File: config.mk
export PLATFORM = sky130hd
export DESIGN_NAME = sp_ram_arbiter_flat
export DESIGN_NICKNAME = d
export VERILOG_FILES = /design/src/rtl/sp_ram_arbiter_if.sv /design/src/rtl/sp_ram_arbiter.sv /design/src/flat_wrapper.sv
export SDC_FILE = /design/constraint.sdc
export NUM_CORES = 1
export LEC_CHECK = 0
export CELL_PAD_IN_SITES_DETAIL_PLACEMENT = 1
export CELL_PAD_IN_SITES_GLOBAL_PLACEMENT = 2
export CORE_MARGIN = 4
export CORE_UTILIZATION = 23
export DETAILED_ROUTE_END_ITERATION = 7
export PLACE_DENSITY = 0.82
export SYNTH_ARGS = -nofsm -noshare
export SYNTH_HDL_FRONTEND = slang
export SYNTH_SLANG_ARGS = --single-unit
File: constraint.sdc
create_clock -name clk -period 2.3 [get_ports clk]
set_input_delay 0.46 -clock clk [delete_from_list [all_inputs] [get_ports clk]]
set_output_delay 0.46 -clock clk [all_outputs]
set_load 0.05 [all_outputs]
File: src/rtl/sp_ram_arbiter_if.sv
// Bus bundle for sp_ram_arbiter: requester ports A/B, RAM side, busy.
// slave = arbiter view, master = requesters + RAM view.
interface sp_ram_arbiter_if #(
  parameter int add_wd  = 4,
  parameter int data_wd = 32
);
  logic               a_req;
  logic               a_rnw;
  logic [add_wd-1:0]  a_add;
  logic [data_wd-1:0] a_wr_data;
  logic               a_gnt;
  logic               a_rd_valid;
  logic [data_wd-1:0] a_rd_data;

  logic               b_req;
  logic               b_rnw;
  logic [add_wd-1:0]  b_add;
  logic [data_wd-1:0] b_wr_data;
  logic               b_gnt;
  logic               b_rd_valid;
  logic [data_wd-1:0] b_rd_data;

  logic               ram_cs;
  logic               ram_rnw;
  logic [add_wd-1:0]  ram_add;
  logic [data_wd-1:0] ram_wr_data;
  logic [data_wd-1:0] ram_rd_data;

  logic               busy;

  modport slave (
    input  a_req, a_rnw, a_add, a_wr_data,
    output a_gnt, a_rd_valid, a_rd_data,
    input  b_req, b_rnw, b_add, b_wr_data,
    output b_gnt, b_rd_valid, b_rd_data,
    output ram_cs, ram_rnw, ram_add, ram_wr_data,
    input  ram_rd_data,
    output busy
  );

  modport master (
    output a_req, a_rnw, a_add, a_wr_data,
    input  a_gnt, a_rd_valid, a_rd_data,
    output b_req, b_rnw, b_add, b_wr_data,
    input  b_gnt, b_rd_valid, b_rd_data,
    input  ram_cs, ram_rnw, ram_add, ram_wr_data,
    output ram_rd_data,
    input  busy
  );
endinterface

File: src/rtl/sp_ram_arbiter.sv
// Two-port round-robin arbiter in front of one single-port sync RAM.
// Ports: clk, rst (sync, active-high), bus (sp_ram_arbiter_if.slave).
// Macro SP_RAM_ARB_FIXED_PRIO_EN: A always wins ties (B may starve).
module sp_ram_arbiter #(
  parameter int add_wd  = 4,
  parameter int data_wd = 32
) (
  input logic clk,
  input logic rst,
  sp_ram_arbiter_if.slave bus
);

  typedef enum logic [1:0] {
    IDLE,
    ISSUE,
    RDWAIT
  } state_e;

  state_e             state_q, state_d;
  logic               win_q, win_d;
  logic               last_q, last_d;
  logic               a_gnt_q, a_gnt_d;
  logic               b_gnt_q, b_gnt_d;
  logic               a_vld_q, a_vld_d;
  logic               b_vld_q, b_vld_d;
  logic [data_wd-1:0] a_rdd_q, a_rdd_d;
  logic [data_wd-1:0] b_rdd_q, b_rdd_d;
  logic               cs_q, cs_d;
  logic               rnw_q, rnw_d;
  logic [add_wd-1:0]  add_q, add_d;
  logic [data_wd-1:0] wd_q, wd_d;
  logic               busy_q, busy_d;
  logic               pick_b;

  // win/last encoding: 0 = A, 1 = B
  always_comb begin
`ifdef SP_RAM_ARB_FIXED_PRIO_EN
    pick_b = bus.b_req & ~bus.a_req;
`else
    pick_b = bus.b_req & (~bus.a_req | ~last_q);
`endif
  end

  always_comb begin
    state_d = state_q;
    win_d   = win_q;
    last_d  = last_q;
    a_gnt_d = 1'b0;
    b_gnt_d = 1'b0;
    a_vld_d = 1'b0;
    b_vld_d = 1'b0;
    a_rdd_d = a_rdd_q;
    b_rdd_d = b_rdd_q;
    cs_d    = 1'b0;
    rnw_d   = rnw_q;
    add_d   = add_q;
    wd_d    = wd_q;
    unique case (state_q)
      IDLE: begin
        if (bus.a_req | bus.b_req) begin
          state_d = ISSUE;
          win_d   = pick_b;
          last_d  = pick_b;
          cs_d    = 1'b1;
          a_gnt_d = ~pick_b;
          b_gnt_d = pick_b;
          rnw_d   = pick_b ? bus.b_rnw : bus.a_rnw;
          add_d   = pick_b ? bus.b_add : bus.a_add;
          wd_d    = pick_b ? bus.b_wr_data
                           : bus.a_wr_data;
        end
      end
      ISSUE: begin
        state_d = rnw_q ? RDWAIT : IDLE;
      end
      RDWAIT: begin
        // RAM data is only valid here
        state_d = IDLE;
        if (win_q) begin
          b_vld_d = 1'b1;
          b_rdd_d = bus.ram_rd_data;
        end else begin
          a_vld_d = 1'b1;
          a_rdd_d = bus.ram_rd_data;
        end
      end
      default: state_d = IDLE;
    endcase
    busy_d = (state_d != IDLE);
  end

  always_ff @(posedge clk) begin
    if (rst) begin
      state_q <= IDLE;
      win_q   <= 1'b0;
      last_q  <= 1'b1;
      a_gnt_q <= 1'b0;
      b_gnt_q <= 1'b0;
      a_vld_q <= 1'b0;
      b_vld_q <= 1'b0;
      a_rdd_q <= '0;
      b_rdd_q <= '0;
      cs_q    <= 1'b0;
      rnw_q   <= 1'b0;
      add_q   <= '0;
      wd_q    <= '0;
      busy_q  <= 1'b0;
    end else begin
      state_q <= state_d;
      win_q   <= win_d;
      last_q  <= last_d;
      a_gnt_q <= a_gnt_d;
      b_gnt_q <= b_gnt_d;
      a_vld_q <= a_vld_d;
      b_vld_q <= b_vld_d;
      a_rdd_q <= a_rdd_d;
      b_rdd_q <= b_rdd_d;
      cs_q    <= cs_d;
      rnw_q   <= rnw_d;
      add_q   <= add_d;
      wd_q    <= wd_d;
      busy_q  <= busy_d;
    end
  end

  assign bus.a_gnt       = a_gnt_q;
  assign bus.b_gnt       = b_gnt_q;
  assign bus.a_rd_valid  = a_vld_q;
  assign bus.b_rd_valid  = b_vld_q;
  assign bus.a_rd_data   = a_rdd_q;
  assign bus.b_rd_data   = b_rdd_q;
  assign bus.ram_cs      = cs_q;
  assign bus.ram_rnw     = rnw_q;
  assign bus.ram_add     = add_q;
  assign bus.ram_wr_data = wd_q;
  assign bus.busy        = busy_q;

endmodule

File: src/flat_wrapper.sv
// flat-port wrapper written by rule: the top's interface ports become plain ports
module sp_ram_arbiter_flat 
#(
  parameter int add_wd  = 4,
  parameter int data_wd = 32
)
  (clk, rst, bus_a_req, bus_a_rnw, bus_a_add, bus_a_wr_data, bus_a_gnt, bus_a_rd_valid, bus_a_rd_data, bus_b_req, bus_b_rnw, bus_b_add, bus_b_wr_data, bus_b_gnt, bus_b_rd_valid, bus_b_rd_data, bus_ram_cs, bus_ram_rnw, bus_ram_add, bus_ram_wr_data, bus_ram_rd_data, bus_busy);
  sp_ram_arbiter_if #(.add_wd(add_wd), .data_wd(data_wd)) bus_i ();
  input logic clk;
  input logic rst;
  input wire logic [$bits(bus_i.a_req)-1:0] bus_a_req;
  input wire logic [$bits(bus_i.a_rnw)-1:0] bus_a_rnw;
  input wire logic [$bits(bus_i.a_add)-1:0] bus_a_add;
  input wire logic [$bits(bus_i.a_wr_data)-1:0] bus_a_wr_data;
  output wire logic [$bits(bus_i.a_gnt)-1:0] bus_a_gnt;
  output wire logic [$bits(bus_i.a_rd_valid)-1:0] bus_a_rd_valid;
  output wire logic [$bits(bus_i.a_rd_data)-1:0] bus_a_rd_data;
  input wire logic [$bits(bus_i.b_req)-1:0] bus_b_req;
  input wire logic [$bits(bus_i.b_rnw)-1:0] bus_b_rnw;
  input wire logic [$bits(bus_i.b_add)-1:0] bus_b_add;
  input wire logic [$bits(bus_i.b_wr_data)-1:0] bus_b_wr_data;
  output wire logic [$bits(bus_i.b_gnt)-1:0] bus_b_gnt;
  output wire logic [$bits(bus_i.b_rd_valid)-1:0] bus_b_rd_valid;
  output wire logic [$bits(bus_i.b_rd_data)-1:0] bus_b_rd_data;
  output wire logic [$bits(bus_i.ram_cs)-1:0] bus_ram_cs;
  output wire logic [$bits(bus_i.ram_rnw)-1:0] bus_ram_rnw;
  output wire logic [$bits(bus_i.ram_add)-1:0] bus_ram_add;
  output wire logic [$bits(bus_i.ram_wr_data)-1:0] bus_ram_wr_data;
  input wire logic [$bits(bus_i.ram_rd_data)-1:0] bus_ram_rd_data;
  output wire logic [$bits(bus_i.busy)-1:0] bus_busy;
  assign bus_i.a_req = bus_a_req;
  assign bus_i.a_rnw = bus_a_rnw;
  assign bus_i.a_add = bus_a_add;
  assign bus_i.a_wr_data = bus_a_wr_data;
  assign bus_a_gnt = bus_i.a_gnt;
  assign bus_a_rd_valid = bus_i.a_rd_valid;
  assign bus_a_rd_data = bus_i.a_rd_data;
  assign bus_i.b_req = bus_b_req;
  assign bus_i.b_rnw = bus_b_rnw;
  assign bus_i.b_add = bus_b_add;
  assign bus_i.b_wr_data = bus_b_wr_data;
  assign bus_b_gnt = bus_i.b_gnt;
  assign bus_b_rd_valid = bus_i.b_rd_valid;
  assign bus_b_rd_data = bus_i.b_rd_data;
  assign bus_ram_cs = bus_i.ram_cs;
  assign bus_ram_rnw = bus_i.ram_rnw;
  assign bus_ram_add = bus_i.ram_add;
  assign bus_ram_wr_data = bus_i.ram_wr_data;
  assign bus_i.ram_rd_data = bus_ram_rd_data;
  assign bus_busy = bus_i.busy;
  sp_ram_arbiter #(.add_wd(add_wd), .data_wd(data_wd)) u_core (.clk(clk), .rst(rst), .bus(bus_i));
endmodule
Yosys cells after proc, flatten, opt, wreduce, memory -nomap -nowiden
Cells that the tools add are included.
Widths: inputs -> output; s select.
Cells by class
  equal/unequal tests: 2
  mux-type cells: 9
  bitwise operators: 10
  reduce and logical (&&, ||, !) cells: 8
Operators by type and width (count)
  $mux 32: 1
  $not 1->1: 7
  $reduce_and 2->1: 3
  $mux 1: 4
  $mux 2: 2
  $mux 4: 1
  $pmux 2 s2: 1
  $reduce_or 2->1: 2
  $reduce_or 3->1: 1
  $eq 2x1->1 const B: 1
  $eq 2x2->1 const B: 1
  $logic_not 2->1: 1
  $or 1x1->1: 2
  $reduce_bool 2->1: 1
  $and 1x1->1: 1
Storage, ports and cells
  register bits: 111
  logic and storage cells: 43

Longest topological paths before layout
Gate-level depths: netlist of run 1.
  depth after elaboration: 4
  gate-level depth with buffers: 6

Worst setup path after synthesis of run 1
No wires, ideal clock.
  path type: input-to-reg
  start point: in bus_b_req
  end point: reg u_core.wd_q[21] (netlist: u_core.bus.ram_wr_data[21])
  arrival time: 1.384 ns
  slack: 0.828 ns
  stages: 6
  path buffers: 3
  path through: or2_0 -> buf_2 -> and2_1 -> buf_6 -> buf_6 -> a311oi_2
Between the ends
  cells in the longest elaborated chain, start to end: 2
Ends and longest elaborated chain
  from (decl): RTL line flat_wrapper.sv:18  | input wire logic [$bits(bus_i.b_req)-1:0] bus_b_req;
  $and 1x1->1 / $or 1x1->1 (equally long branches): RTL line sp_ram_arbiter.sv:40, sp_ram_arbiter.sv:60
  $mux 32 / $reduce_and 2->1 (equally long branches)
  to (signal assigned): RTL line sp_ram_arbiter.sv:121  | wd_q <= wd_d;
  to (decl): RTL line sp_ram_arbiter.sv:31  | logic [data_wd-1:0] wd_q, wd_d;
Several ways; a longest one is shown, not always the timed one.
A chain may end at the register's enable or synchronous reset.

Final worst setup path of run 1
  start point: reg u_core.rnw_q (netlist: u_core.bus.ram_rnw)
  end point: out bus_ram_rnw
RTL lines
  from (decl): RTL line sp_ram_arbiter.sv:29  | logic rnw_q, rnw_d;
  from (signal assigned): RTL line sp_ram_arbiter.sv:119  | rnw_q <= rnw_d;
  to (decl): RTL line flat_wrapper.sv:26  | output wire logic [$bits(bus_i.ram_rnw)-1:0] bus_ram_rnw;
No word-level cell between the ends.

==> impl_table.tex, run 1 <==
\begin{tabular}{lr}
\hline
Metric & Value \\
\hline
\multicolumn{2}{l}{\textbf{Outcome}} \\
Result of the run & complete, no violations \\
\multicolumn{2}{l}{\textbf{Drt}} \\
Post-Route WL & 16.15 mm \\
Number of optimization iterations in the first detailed-route pass & 4 \\
Wire length per cell after detailed routing & 17.00 um \\
Number of vias per cell & 4.665 \\
Drt first-iter violations & 121 \\
DRC violations left & 0 \\
Post-route ant nets & 0 \\
Routed vias & 4,432 \\
\multicolumn{2}{l}{\textbf{Floorplanning}} \\
Horiz. Die Dim & 144.9 um \\
Row count & 49 \\
Die area & 20,980 um2 \\
Die span in y & 144.9 um \\
Area of the core & 18,210 um2 \\
Effective utilization at floorplan & 0.2366 \\
Top-level port count & 217 \\
\multicolumn{2}{l}{\textbf{Setup path}} \\
Stage delay of the slowest cell on the critical path & 0.85 ns \\
Highest-delay cell along the critical path & sky130\_fd\_sc\_hd\_\_clkdlybuf4s50\_1 \\
Crit Reg-Reg Startpoint & u\_core.state\_q[1] \\
Critical path's top delay family & buffers and inverters \\
Buffer and inverter count on the worst path & 1 \\
WP data required & 1.84 ns \\
Crit path capture type & output pin \\
Register-to-Register Path Depth & 3 \\
Maximum fanout along the worst path & 3 \\
Setup CP Type & reg2out \\
Setup slack, reg-to-reg & 0.62 ns \\
Critical Path Start Type & flop \\
Cells traversed along the worst timing path & clkdlybuf4s50\_1 \\
Crit path DAT & 1.56 ns \\
Critical R2R Capture & u\_core.bus.a\_rd\_data[14] \\
\multicolumn{2}{l}{\textbf{STA}} \\
Tightest slew margin relative to the limit & 0.4654 \\
Tightest Pin Transition & 0.8020 ns \\
Final TNS setup & 0 ns \\
Period utilisation layout & 0.8795 \\
Max Freq & 494.3 MHz \\
Final hold viol count & 0 \\
Setup violation total in the final timing report & 0 \\
Final critical-path setup slack & 0.2771 ns \\
Worst hold-check slack & 0.4576 ns \\
Setup repair after global routing missed its margin & no \\
Max Clock Skew & 0.01014 ns \\
Final max-slew violation count & 0 \\
Final critical path time including I/O delays and setup & 2.023 ns \\
\multicolumn{2}{l}{\textbf{CTS}} \\
Number of hold buffers added after cts & 0 \\
Clk Latency, worst-skew pair & 0.36 ns \\
CTS HTree Levels & 3 \\
Clock transition time at the flip-flop clock pins of the worst setup and hold paths & 0.07 ns \\
Cells resized by post-CTS repair & 0 \\
Buffer cell driving the clock tree root & sky130\_fd\_sc\_hd\_\_clkbuf\_16 \\
Setup Fix Bufs, Post-CTS & 0 \\
Number of clock buffers inserted by TritonCTS & 9 \\
Total clock sinks & 111 \\
Maximum number of buffers from clock root to sink & 2 \\
Clock tree from TritonCTS & done \\
\multicolumn{2}{l}{\textbf{Final layout}} \\
Net total in the final layout & 826 \\
Growth of design area from synthesis to finish & 62.85\% \\
Number of filler instances in the final layout & 2,106 \\
Fraction of layout cells with a size suffix above 1 & 0.07767 \\
Non-filler cells, final & 950 \\
Cell area after layout & 7015 um2 \\
Layout Utilization & 0.3853 \\
Count of antenna diodes in the layout & 0 \\
\multicolumn{2}{l}{\textbf{Worst hold path}} \\
Min-Delay Endpoint & u\_core.bus.b\_rd\_data[1] \\
Hold Path Origin & u\_core.bus.b\_rd\_data[1] \\
Type of the most critical hold path & reg2reg \\
Worst hold path stage count & 2 \\
\multicolumn{2}{l}{\textbf{Run}} \\
Count of max-cap constraint violations & 0 \\
\multicolumn{2}{l}{\textbf{Placement}} \\
Half-perimeter wire length of the detailed placement result & 11.62 mm \\
Placed inst area & 6693 um2 \\
Placed instance count & 934 \\
Post-placement setup slack & 0.2035 ns \\
Number of buffers added on ports & 216 \\
Last weighted congestion value of the routability-driven placer & 0.7940 \\
\multicolumn{2}{l}{\textbf{Global routing}} \\
Initial antenna violation count & 0 \\
Number of global-route vias before repair & 4,864 \\
Global-route usage over all layers & 0.1530 \\
Wire length of the first global-routing pass & 25.18 mm \\
Remaining global-route overflow & 0 \\
Maximum number of pins on one net before global-route repair & 53 \\
\multicolumn{2}{l}{\textbf{Logic synthesis}} \\
Average cell area after synthesis & 8.237 um2 \\
Combinational family with the most area after synthesis & compound AO/OA/AOI/OAI gates \\
Share of synthesized area occupied by flip-flops and latches & 0.5158 \\
Post-synthesis share of cell area spent on full adders, half adders and majority gates & 0 \\
Cell count after synthesis & 523 \\
Post-synthesis simple-gate area fraction & 0.1995 \\
Compound-Gate Fraction of Synth Area & 0.2321 \\
Share of the synthesized netlist area taken by xor and xnor gates & 0 \\
Seq cells post-synth & 111 \\
Syn Std Cell Area & 4308 um2 \\
Synthesis warning total & 0 \\
Post-synth net total & 633 \\
Mux contribution to synthesized area & 0 \\
Number of distinct library cells after synthesis & 25 \\
\multicolumn{2}{l}{\textbf{Pwr}} \\
Total power & 4.834 mW \\
Cell Pwr Density & 689.1 nW/um2 \\
Worst VDD drop & 316.4 uV \\
Static leakage & 2.424 nW \\
\hline
\end{tabular}
kinds of logic after synthesis:
| family | after synthesis |
|---|---|
| buffers and inverters | 48 |
| DFF | 111 |
| and+or+nand+nor | 219 |
| AOI/OAI and AO/OA | 145 |
metal layers:
layer  share of wire  vias up  global-route usage
met5               0        -                   0
met4           0.024        0             0.06529
met3           0.091       25             0.05258
met2            0.47      175              0.2592
met1            0.42     2084              0.1754
li1                -     2148                   -
placed cells by master, fill, tap and decap left out:
cell type / netlist / routed
sky130_fd_sc_hd__and2_2: 0 / 1
sky130_fd_sc_hd__a311oi_1: 18 / 18
sky130_fd_sc_hd__nor3_1: 2 / 2
sky130_fd_sc_hd__nand2_1: 204 / 204
sky130_fd_sc_hd__buf_12: 0 / 3
sky130_fd_sc_hd__nor3b_4: 0 / 1
sky130_fd_sc_hd__a21oi_1: 102 / 102
sky130_fd_sc_hd__bufinv_16: 0 / 2
sky130_fd_sc_hd__a21boi_4: 0 / 1
sky130_fd_sc_hd__o21bai_1: 1 / 1
sky130_fd_sc_hd__clkdlybuf4s50_1: 0 / 215
sky130_fd_sc_hd__nor2_1: 5 / 4
sky130_fd_sc_hd__inv_1: 1 / 1
sky130_fd_sc_hd__clkinv_2: 0 / 3
sky130_fd_sc_hd__nand3_1: 1 / 1
sky130_fd_sc_hd__o21ai_0: 1 / 1
sky130_fd_sc_hd__or2_1: 0 / 1
sky130_fd_sc_hd__nor2_4: 0 / 1
sky130_fd_sc_hd__a21bo_2: 2 / 2
sky130_fd_sc_hd__and3b_1: 1 / 1
sky130_fd_sc_hd__clkbuf_16: 0 / 9
sky130_fd_sc_hd__a311oi_2: 19 / 19
sky130_fd_sc_hd__dfxtp_1: 111 / 111
sky130_fd_sc_hd__buf_4: 2 / 11
sky130_fd_sc_hd__or3b_2: 1 / 1
sky130_fd_sc_hd__clkbuf_8: 0 / 1
sky130_fd_sc_hd__a31oi_1: 1 / 1
sky130_fd_sc_hd__clkinv_4: 0 / 1
sky130_fd_sc_hd__nor4bb_1: 1 / 1
sky130_fd_sc_hd__nand3b_1: 1 / 1
synthesized netlist by cell type:
cell / number / area (um2)
sky130_fd_sc_hd__nor3b_2: 1 / 12.51
sky130_fd_sc_hd__a21boi_1: 1 / 7.510
sky130_fd_sc_hd__a311oi_1: 18 / 157.7
sky130_fd_sc_hd__nand3b_1: 1 / 7.510
sky130_fd_sc_hd__and2_1: 1 / 6.260
sky130_fd_sc_hd__or3b_2: 1 / 8.760
sky130_fd_sc_hd__nor2_1: 5 / 18.77
sky130_fd_sc_hd__nor4bb_1: 1 / 10.01
sky130_fd_sc_hd__dfxtp_1: 111 / 2222
sky130_fd_sc_hd__a31oi_1: 1 / 6.260
sky130_fd_sc_hd__nor3_1: 2 / 10.01
sky130_fd_sc_hd__nand3_1: 1 / 5.000
sky130_fd_sc_hd__a21oi_1: 102 / 510.5
sky130_fd_sc_hd__a311oi_2: 19 / 285.3
sky130_fd_sc_hd__buf_2: 13 / 65.06
sky130_fd_sc_hd__a21bo_2: 2 / 20.02
sky130_fd_sc_hd__buf_6: 3 / 33.78
sky130_fd_sc_hd__o21bai_1: 1 / 7.510
sky130_fd_sc_hd__and3b_1: 1 / 8.760
sky130_fd_sc_hd__nand2_1: 204 / 765.7
sky130_fd_sc_hd__o21ai_0: 1 / 5.000
sky130_fd_sc_hd__clkbuf_1: 29 / 108.9
sky130_fd_sc_hd__or2_0: 1 / 6.260
sky130_fd_sc_hd__buf_4: 2 / 15.01
sky130_fd_sc_hd__inv_1: 1 / 3.750
where the power goes:
group	leakage [nW]	switching, mW	total (mW)	internal, mW
combinational	1.36	0.627	1.06	0.437
sequential	0.906	0.0596	2.07	2.01
clock	0.162	0.716	1.70	0.981
total	2.42	1.40	4.83	3.43
how the worst max path moves through the flow:
stage	start	to	slack [ns]	depth (start not counted)
6_report	u_core.bus.ram_rnw	bus_ram_rnw	0.28	1
5_1_grt	u_core.bus.ram_rnw	bus_ram_rnw	0.20	1
4_1_cts	u_core.bus.ram_rnw	bus_ram_rnw	0.24	1
3_5_place_dp	bus_a_req	u_core.bus.ram_wr_data[15]	0.20	5
3_3_place_gp	bus_a_req	u_core.bus.ram_wr_data[11]	0.30	5
2_1_floorplan	bus_b_req	u_core.bus.ram_wr_data[21]	0.83	6
registers in the layout, summed over array words and instances (netlist names):
signal,flops
u_core.bus.b_gnt,1
u_core.win_q,1
u_core.bus.b_rd_data,32
u_core.bus.ram_cs,1
u_core.bus.a_gnt,1
u_core.bus.ram_rnw,1
u_core.bus.a_rd_valid,1
u_core.state_q,2
u_core.bus.busy,1
u_core.bus.b_rd_valid,1
u_core.bus.ram_add,4
u_core.last_q,1
u_core.bus.a_rd_data,32
u_core.bus.ram_wr_data,32
cell type report:
cell class | instances | area [um2] | area share
Clock buffer | 10 | 239.0 | 0.03406
Clock inverter | 6 | 83.83 | 0.01195
Inverter | 1 | 3.754 | 0.0005350
Multi-Input combinational cell | 364 | 1886 | 0.2688
Sequential cell | 111 | 2222 | 0.3167
Tap cell | 229 | 286.5 | 0.04084
Timing Repair Buffer | 229 | 2295 | 0.3271
Power figures use the tool's default switching activity.
==> run 2: changes to the inputs <==
CAP_MARGIN = 15   (was unset)
==> results of run 2 <==
Same layout as run 1: the final DEF is identical, and so are final timing and power.
